### config.mk
export PLATFORM = sky130hd
export DESIGN_NAME = dac_serial_tx
export DESIGN_NICKNAME = d
export VERILOG_FILES = /design/src/rtl/dac_serial_tx.sv
export SDC_FILE = /design/constraint.sdc
export NUM_CORES = 1
export LEC_CHECK = 0
export BUFFER_PORTS_ARGS = -buffer_cell sky130_fd_sc_hd__buf_2
export CAP_MARGIN = 20
export CORE_UTILIZATION = 60
export CTS_BUF_LIST = sky130_fd_sc_hd__clkbuf_8
export CTS_CLUSTER_DIAMETER = 40
export CTS_CLUSTER_SIZE = 24
export DETAILED_ROUTE_END_ITERATION = 12
export PLACE_DENSITY = 0.88
export REMOVE_ABC_BUFFERS = 1
export SLEW_MARGIN = 30
export SYNTH_ARGS = -nofsm -noshare
export SYNTH_HDL_FRONTEND = slang
export SYNTH_SLANG_ARGS = --single-unit
### constraint.sdc
create_clock -name m_clk -period 2.14 [get_ports m_clk]
set_input_delay 0.642 -clock m_clk [delete_from_list [all_inputs] [get_ports m_clk]]
set_output_delay 0.642 -clock m_clk [all_outputs]
set_load 0.03 [all_outputs]
### src/rtl/dac_serial_tx.sv
// dac_serial_tx: WM8731 DAC serializer; buffers one {left,right} word and shifts it out MSB first per frame.
module dac_serial_tx #(
  parameter int BCLK_DIV = 4,
  parameter int CNT_W    = 8
) (
  input  logic             m_clk,
  input  logic             rst_n,
  input  logic             enable,
  input  logic [31:0]      sample_data,
  input  logic             sample_valid,
  output logic             sample_ready,
  output logic             b_clk,
  output logic             dac_lr_clk,
  output logic             dacdat,
  output logic             underrun,
  output logic [CNT_W-1:0] underrun_cnt
);
  localparam int DW = $clog2(BCLK_DIV);

  logic             r_run;
  logic [DW-1:0]    r_div_cnt;
  logic [5:0]       r_bit_cnt;
  logic             r_b_clk;
  logic             r_lr;
  logic             r_dat;
  logic [31:0]      r_shift;
  logic [31:0]      r_buf;
  logic             r_buf_full;
  logic             r_underrun;
  logic [CNT_W-1:0] r_ucnt;

  logic        w_xfer;
  logic        w_run;
  logic        w_tick;
  logic        w_rise;
  logic [5:0]  w_bit;
  logic        w_fs;
  logic        w_under;
  logic [31:0] w_word;

  // r_run delays the divider by one cycle so the first b_clk rise lands H edges after enable is seen
  assign w_xfer  = sample_valid && !r_buf_full;
  assign w_run   = enable && r_run;
  assign w_tick  = w_run && (r_div_cnt == DW'(BCLK_DIV - 1));
  assign w_rise  = w_tick && !r_b_clk;
  assign w_bit   = r_bit_cnt + 6'd1;
  assign w_fs    = w_rise && (w_bit == 6'd0);
  assign w_under = w_fs && !r_buf_full && !w_xfer;
  assign w_word  = r_buf_full ? r_buf : (w_xfer ? sample_data : 32'h0);

  always_ff @(posedge m_clk or negedge rst_n) begin
    if (!rst_n) begin
      r_run      <= 1'b0;
      r_div_cnt  <= '0;
      r_bit_cnt  <= 6'd63;
      r_b_clk    <= 1'b0;
      r_lr       <= 1'b0;
      r_dat      <= 1'b0;
      r_shift    <= '0;
      r_buf      <= '0;
      r_buf_full <= 1'b0;
      r_underrun <= 1'b0;
      r_ucnt     <= '0;
    end else begin
      r_run      <= enable;
      r_underrun <= w_under;
      if (w_under && !(&r_ucnt))
        r_ucnt <= r_ucnt + 1'b1;
      // a bypass transfer at frame start never touches the buffer
      if (w_fs)
        r_buf_full <= 1'b0;
      else if (w_xfer) begin
        r_buf      <= sample_data;
        r_buf_full <= 1'b1;
      end
      if (!w_run) begin
        r_div_cnt <= '0;
        r_bit_cnt <= 6'd63;
        r_b_clk   <= 1'b0;
        r_lr      <= 1'b0;
        r_dat     <= 1'b0;
        r_shift   <= '0;
      end else begin
        r_div_cnt <= w_tick ? '0 : r_div_cnt + 1'b1;
        if (w_tick)
          r_b_clk <= !r_b_clk;
        if (w_rise) begin
          r_bit_cnt <= w_bit;
          if (w_bit == 6'd0) begin
            r_lr    <= 1'b1;
            r_dat   <= w_word[31];
            r_shift <= {w_word[30:0], 1'b0};
          end else begin
            if (w_bit == 6'd32)
              r_lr <= 1'b0;
            r_dat   <= !w_bit[5] && r_shift[31];
            r_shift <= {r_shift[30:0], 1'b0};
          end
        end
      end
    end
  end

  assign sample_ready = !r_buf_full;
  assign b_clk        = r_b_clk;
  assign dac_lr_clk   = r_lr;
  assign dacdat       = r_dat;
  assign underrun     = r_underrun;
  assign underrun_cnt = r_ucnt;
endmodule

==> results of run 1 <==
[critical path, stage by stage (launching register included)]
cell and delay, ns:
dfrtp_1 0.37, ha_2 0.24, nand4b_1 0.24, a211oi_2 0.29
o21ai_2 0.14, buf_4 0.18, or4_1 0.53, nand2_1 0.09
[through the flow]
step	power, uW	area (sq um)	hold slack, ns
3_5_place_dp	2110	4312	0.4421
5_1_grt	3539	4603	0.1975
6_report	3421	4603	0.1863
4_1_cts	3437	4553	0.1910
3_3_place_gp	2086	4312	0.4298
2_1_floorplan	1961	3770	0.3464
[report_power, final]
group	switching, uW	internal (uW)	total (uW)
Clock	572	773	1340
Combinational	155	166	321
Sequential	51.6	1700	1760
[placed cells by master, fill, tap and decap left out, types with 2 or more instances in the layout]
| cell | synthesis | layout |
|---|---|---|
| a21oi_1 | 2 | 2 |
| a221oi_1 | 30 | 30 |
| buf_12 | 0 | 5 |
| buf_2 | 5 | 47 |
| buf_4 | 0 | 15 |
| bufinv_16 | 0 | 3 |
| clkbuf_8 | 0 | 9 |
| clkinv_2 | 0 | 2 |
| dfrtp_1 | 79 | 79 |
| dfstp_2 | 6 | 6 |
| ha_2 | 0 | 2 |
| inv_1 | 4 | 4 |
| mux2_1 | 34 | 34 |
| mux2i_1 | 3 | 3 |
| nand2_1 | 45 | 44 |
| nand3_1 | 7 | 7 |
| nand4_1 | 2 | 2 |
| nor2_1 | 36 | 34 |
| nor2_2 | 0 | 2 |
| nor2b_1 | 4 | 2 |
| nor2b_2 | 0 | 2 |
| nor3_1 | 3 | 3 |
| nor4_1 | 3 | 2 |
| o31ai_1 | 32 | 32 |
| xnor2_1 | 4 | 4 |
| xor2_1 | 7 | 7 |
[flip-flops by register name, indices dropped and copies added (netlist names), 2 cells and up]
register,flops
r_buf,32
r_bit_cnt,6
r_shift,31
underrun_cnt,8
r_div_cnt,2
[routing by layer]
metal / vias to the layer above / wire, um / part of all wire [%] / track usage, %
met3: 26 / 349 / 4.0 / 4.725
li1: 1379 / - / - / -
met5: - / 0 / 0 / 0
met1: 1531 / 3567 / 41 / 34.46
met4: 0 / 243 / 2.8 / 13.68
met2: 111 / 4507 / 52 / 46.36
[kinds of logic (layout without fill, tap and decap cells)]
family                     count (synthesis)  after routing
DFF                                       85             85
and+or+nand+nor                          110            110
adders and majority gates                  3              3
AOI/OAI and AO/OA                         73             73
xor gates and xnor gates                  11             11
muxes                                     37             37
buffers and inverters                     29             87
[area by class of cell]
cell class	instances	share of cell area (%)
Sequential cell	85	46.37
Multi-Input combinational cell	234	36.18
Timing Repair Buffer	68	9.976
Clock buffer	9	2.691
Clock inverter	6	2.419
Tap cell	75	2.039
Inverter	4	0.3262
[timing repair]
action / 4_1_cts / 5_1_grt
setup buffers: 0 / 2
setup endpoints to repair: 30 / 37
pin swaps: 1 / 3
cloned: 0 / 0
gates resized for setup: 2 / 7
[final timing paths]
check	depth (start not counted)	endpoint	startpoint
hold reg to reg	1	r_div_cnt[0]	r_div_cnt[0]
setup / recovery	7	underrun_cnt[4]	r_div_cnt[0]
hold / removal	1	r_div_cnt[1]	rst_n
max in group asynchronous	2	r_shift[20]	rst_n
min in group m_clk	1	r_div_cnt[0]	r_div_cnt[0]
setup reg to reg	7	underrun_cnt[4]	r_div_cnt[0]
==> results.py, run 1 <==
metrics = {
    "run_status": {
        "status": "finished with violations",
        "violations": "setup timing",
    },
    "finish": {
        "diodes": 0,
        "fill_cells": 390,
        "fin_util_pct": 75.95,
        "final_nets": 441,
        "drive_above_1_share_pct": 25.12,
        "syn2layout_area_growth_pct": 18.95,
        "multi_input_area_sq_um": 1665,
        "final_cells": 481,
        "regArea_sq_um": 2135,
    },
    "timing": {
        "min_period_over_period_pct": 100.8,
        "worst_slack_ns": -0.01632,
        "fmax_mhz": 463.8,
        "final-setup-viol-count": 1,
        "slew_headroom_pct": 55.31,
        "hold_viol": 0,
        "tightestPinTransition_ns": 0.6690,
        "final.setup_skew_ns": 0.01406,
        "fin_crit_ns": 2.156,
        "slew_viol_final": 0,
        "tns_ns": -0.01632,
    },
    "clocking": {
        "clock_latency_ns": 0.35,
        "cts_root_buf": "clkbuf_8",
        "cts_max_path_buffers": 2,
        "hold_buffers": 0,
        "cts_tree": "yes",
        "cts_inserted_buffers": 9,
        "cts_num_sinks": 85,
        "path_clk_slew_ns": 0.09,
        "htree_num_levels": 3,
    },
    "synth": {
        "synth-seq-cells": 85,
        "ys_seq_area_share_pct": 55.16,
        "synth-async-reset-ratio_pct": 100.0,
        "synthTopCellsByCount": "dfrtp_1, nand2_1, nor2_1",
        "synthXorXnorAreaFrac_pct": 2.489,
        "synth_top_family_by_area": "compound AO/OA/AOI/OAI gates",
        "synth.most_common_cell": "dfrtp_1",
        "synth_edf_count": 0,
        "netlist_instances": 348,
        "yosys.area_share.adder_pct": 0.9699,
        "yosysWarnings": 0,
        "yosysTopAreaCell": "dfrtp_1",
        "yosys-top-cells-area": "dfrtp_1, mux2_1, a221oi_1",
        "syn-cell-area_sq_um": 3870,
        "synth.distinct_cells": 38,
        "synth_top_area_share_pct": 51.08,
        "synth-simple-area-share_pct": 12.71,
        "syn_avg_cell_area_sq_um": 11.12,
        "ys.flop_type": "dfrtp_1",
        "synth_mux_area_share_pct": 10.67,
        "synth-compound-area-share_pct": 15.03,
    },
    "route": {
        "wl_per_cell_um": 18.02,
        "remaining_drc_errors": 0,
        "dr.pass1.iters": 6,
        "wl_um": 8668,
        "post_drt_via_cell_ratio": 6.335,
        "drt_iter0_drc": 248,
        "vias": 3047,
        "ant_nets": 0,
    },
    "worst_hold_path": {
        "hp-class": "primary input to asynchronous set/reset pin",
    },
    "placed_design": {
        "dpl.hpwl_um": 5644,
        "pre_cts_slack_ns": -0.1219,
        "dp.cells": 464,
        "port-buffer-count": 48,
        "gp_congestion": 0.7847,
    },
    "worst_setup_path": {
        "cp-start-kind": "register",
        "critPathCaptureType": "register",
        "critPathRequiredTime_ns": 2.43,
        "regToRegSetupSlack_ns": -0.02,
        "crit_type": "register to register",
        "path_max_fanout": 7,
        "crit_arrival_ns": 2.45,
    },
    "floorplanning": {
        "start_util_pct": 63.85,
        "dieHeight_um": 82.31,
        "coreArea_sq_um": 6061,
        "die_w_um": 82.31,
        "dieArea_sq_um": 6775,
        "num_rows": 28,
        "ios": 49,
    },
    "grt": {
        "overflow": 0,
        "antenna_found_initial": 0,
        "grt_pass1_vias": 2970,
        "grt_pass1_wl_um": 13670,
        "track_usage_pct": 27.60,
        "grt_max_degree": 41,
    },
    "power_and_ir_drop": {
        "powerDensity_nw_per_um2": 743.2,
        "p_leak_uw": 0.002216,
        "peakVddDrop_v": 0.0005290,
    },
    "job": {
        "cap_violations": 0,
    },
}
Note: power is estimated with default switching activity, not from simulation.
==> inputs of run 2 (changes only) <==
==> constraint.sdc (replaced) <==
create_clock -name m_clk -period 2.03 [get_ports m_clk]
set_input_delay 0.609 -clock m_clk [delete_from_list [all_inputs] [get_ports m_clk]]
set_output_delay 0.609 -clock m_clk [all_outputs]
set_load 0.03 [all_outputs]
==> results.py, run 2 (synthesized netlist as in run 1, its figures left out) <==
metrics = {
    "run_status": {
        "status": "finished with violations",
        "violations": "setup timing",
    },
    "route": {
        "wl_per_cell_um": 22.14,
        "vias": 3292,
        "wl_um": 10940,
        "remaining_drc_errors": 0,
        "dr.pass1.iters": 5,
        "drt_iter0_drc": 348,
        "ant_nets": 0,
        "post_drt_via_cell_ratio": 6.664,
    },
    "timing": {
        "final.setup_skew_ns": 0.01213,
        "fin_crit_ns": 2.135,
        "min_period_over_period_pct": 105.2,
        "fmax_mhz": 468.4,
        "final-setup-viol-count": 38,
        "hold_viol": 0,
        "worst_slack_ns": -0.1048,
        "tightestPinTransition_ns": 0.8263,
        "rsz0062_at_grt": "true",
        "slew_viol_final": 0,
        "slew_headroom_pct": 44.80,
    },
    "power_and_ir_drop": {
        "powerDensity_nw_per_um2": 717.3,
        "switchingPower_uw": 873.8,
        "switching_share_pct": 24.84,
        "p_comb_share_pct": 12.2,
        "p_int_uw": 2644,
        "p_leak_uw": 0.002402,
        "peakVddDrop_v": 0.0006265,
        "seq_power_share_pct": 53.4,
        "pwr-share-clk_pct": 34.4,
    },
    "finish": {
        "layout_common_cells": "dfrtp_1, buf_2, nand2_1, nor2_1, o31ai_1",
        "drive_above_1_share_pct": 35.17,
        "final_nets": 452,
        "syn2layout_area_growth_pct": 26.74,
        "final_common_cell": "dfrtp_1",
        "fin_util_pct": 80.92,
        "regMostFlops": "r_buf",
        "fill_cells": 314,
        "largest_reg_flops": 32,
    },
    "grt": {
        "overflow": 0,
        "grt_max_degree": 40,
        "track_usage_pct": 28.81,
        "grt_pass1_vias": 2968,
        "grt_pass1_wl_um": 14250,
        "antenna_found_initial": 1,
    },
    "clocking": {
        "cts_inserted_buffers": 9,
        "cts_root_buf": "clkbuf_8",
        "cts_max_path_buffers": 2,
        "htree_num_levels": 3,
        "cts_tree": "yes",
        "hold_buffers": 0,
        "cts_num_sinks": 85,
        "clock_latency_ns": 0.36,
        "path_clk_slew_ns": 0.08,
    },
    "worst_setup_path": {
        "critPathCaptureType": "register",
        "path_max_fanout": 13,
        "cpMaxStageDelayCell": "dfstp_2",
        "reg2regPathDepth": 7,
        "path_depth": 7,
        "crit_arrival_ns": 2.35,
        "critPathRequiredTime_ns": 2.25,
        "cpLargestDelayFamily": "flip-flops",
        "worstPathBufferInverterCount": 2,
        "crit_type": "register to register",
        "crit_top_cell": "buf_4",
        "cp-start-kind": "register",
        "slowest_delay_ns": 0.61,
        "path_cells": "nand4_4, buf_4, mux2i_1, nand3_1, buf_4, a221oi_1, o31ai_1",
    },
    "placed_design": {
        "port-buffer-count": 48,
        "dpl.hpwl_um": 5714,
        "pre_cts_slack_ns": -0.1696,
        "gp_congestion": 0.8246,
    },
    "floorplanning": {
        "num_rows": 28,
        "dieHeight_um": 82.31,
        "start_util_pct": 63.85,
        "dieArea_sq_um": 6775,
        "ios": 49,
        "coreArea_sq_um": 6061,
        "die_w_um": 82.31,
    },
    "worst_hold_path": {
        "hp-class": "primary input to asynchronous set/reset pin",
    },
    "job": {
        "cap_violations": 0,
    },
}
-- run 2: cell types whose count changed in the layout (fill, tap and decap cells not counted), sizes merged --
cell	change
inv	-1
buf	+9
bufinv	-3
diode	+1
clkbuf	+7
-- run 2: area by class of cell --
cell class | instances | area [sq um] | area share [%]
flip-flops and latches | 85 | 2135 | 43.52
multi-input cells | 234 | 1884 | 38.42
repair buffers | 79 | 568.0 | 11.58
clock buffers | 14 | 192.7 | 3.929
well taps | 75 | 93.84 | 1.913
inverters | 4 | 15.01 | 0.3061
clock inverters | 2 | 13.76 | 0.2806
diodes | 1 | 2.502 | 0.05102
-- run 2: worst paths after layout --
check | start | endpoint | slack (ns)
worst min register to register | r_div_cnt[0] | r_div_cnt[0] | 0.46
max in group asynchronous | rst_n | r_buf[20] | 1.23
worst max-delay path | r_bit_cnt[1] | r_shift[20] | -0.10
min in group m_clk | r_div_cnt[0] | r_div_cnt[0] | 0.46
worst max register to register | r_bit_cnt[1] | r_shift[20] | -0.10
worst min-delay path | rst_n | underrun_cnt[7] | 0.18
-- run 2: per-layer routing --
layer | wire length [um] | track usage, %
met5 | 0 | 0
met4 | 378 | 8.596
met3 | 730 | 7.582
met2 | 5526 | 48.60
met1 | 4305 | 36.46
-- run 2: worst reg2reg max path, delay by kind of cell, from the launching register on --
kind,cells,cell delay [ns]
flops,1,0.61
compound gates,2,0.43
simple gates,2,0.33
buf+inv,2,0.43
mux,1,0.21
-- run 2: power groups by stage --
stage	combinational, uW	sequential, uW	clock, uW
final	430	1880	1210
after detailed placement	342	1890	0
after global routing	465	1890	1290
after CTS	347	1850	1210
after global placement	325	1870	0
after floorplan	199	1870	0
-- run 2: metrics by stage --
step	TNS [ns]	power (uW)	hold slack, ns	cell area (sq um)	instances
after floorplan	-64.04	2067	0.3134	3770	323
after global placement	-3.669	2199	0.4307	4352	471
after detailed placement	-4.779	2227	0.4370	4352	471
after CTS	-0.01728	3409	0.1820	4568	487
after global routing	-3.670	3639	0.1779	4905	494
final	-1.163	3518	0.1806	4905	494
-- run 2: repair_timing --
item | CTS | global route
buffers inserted | 0 | 4
pin swaps | 0 | 10
endpoints found under the setup margin | 36 | 47
hold endpoints to repair | 0 | 0
resized for setup | 2 | 48
gates cloned | 0 | 2
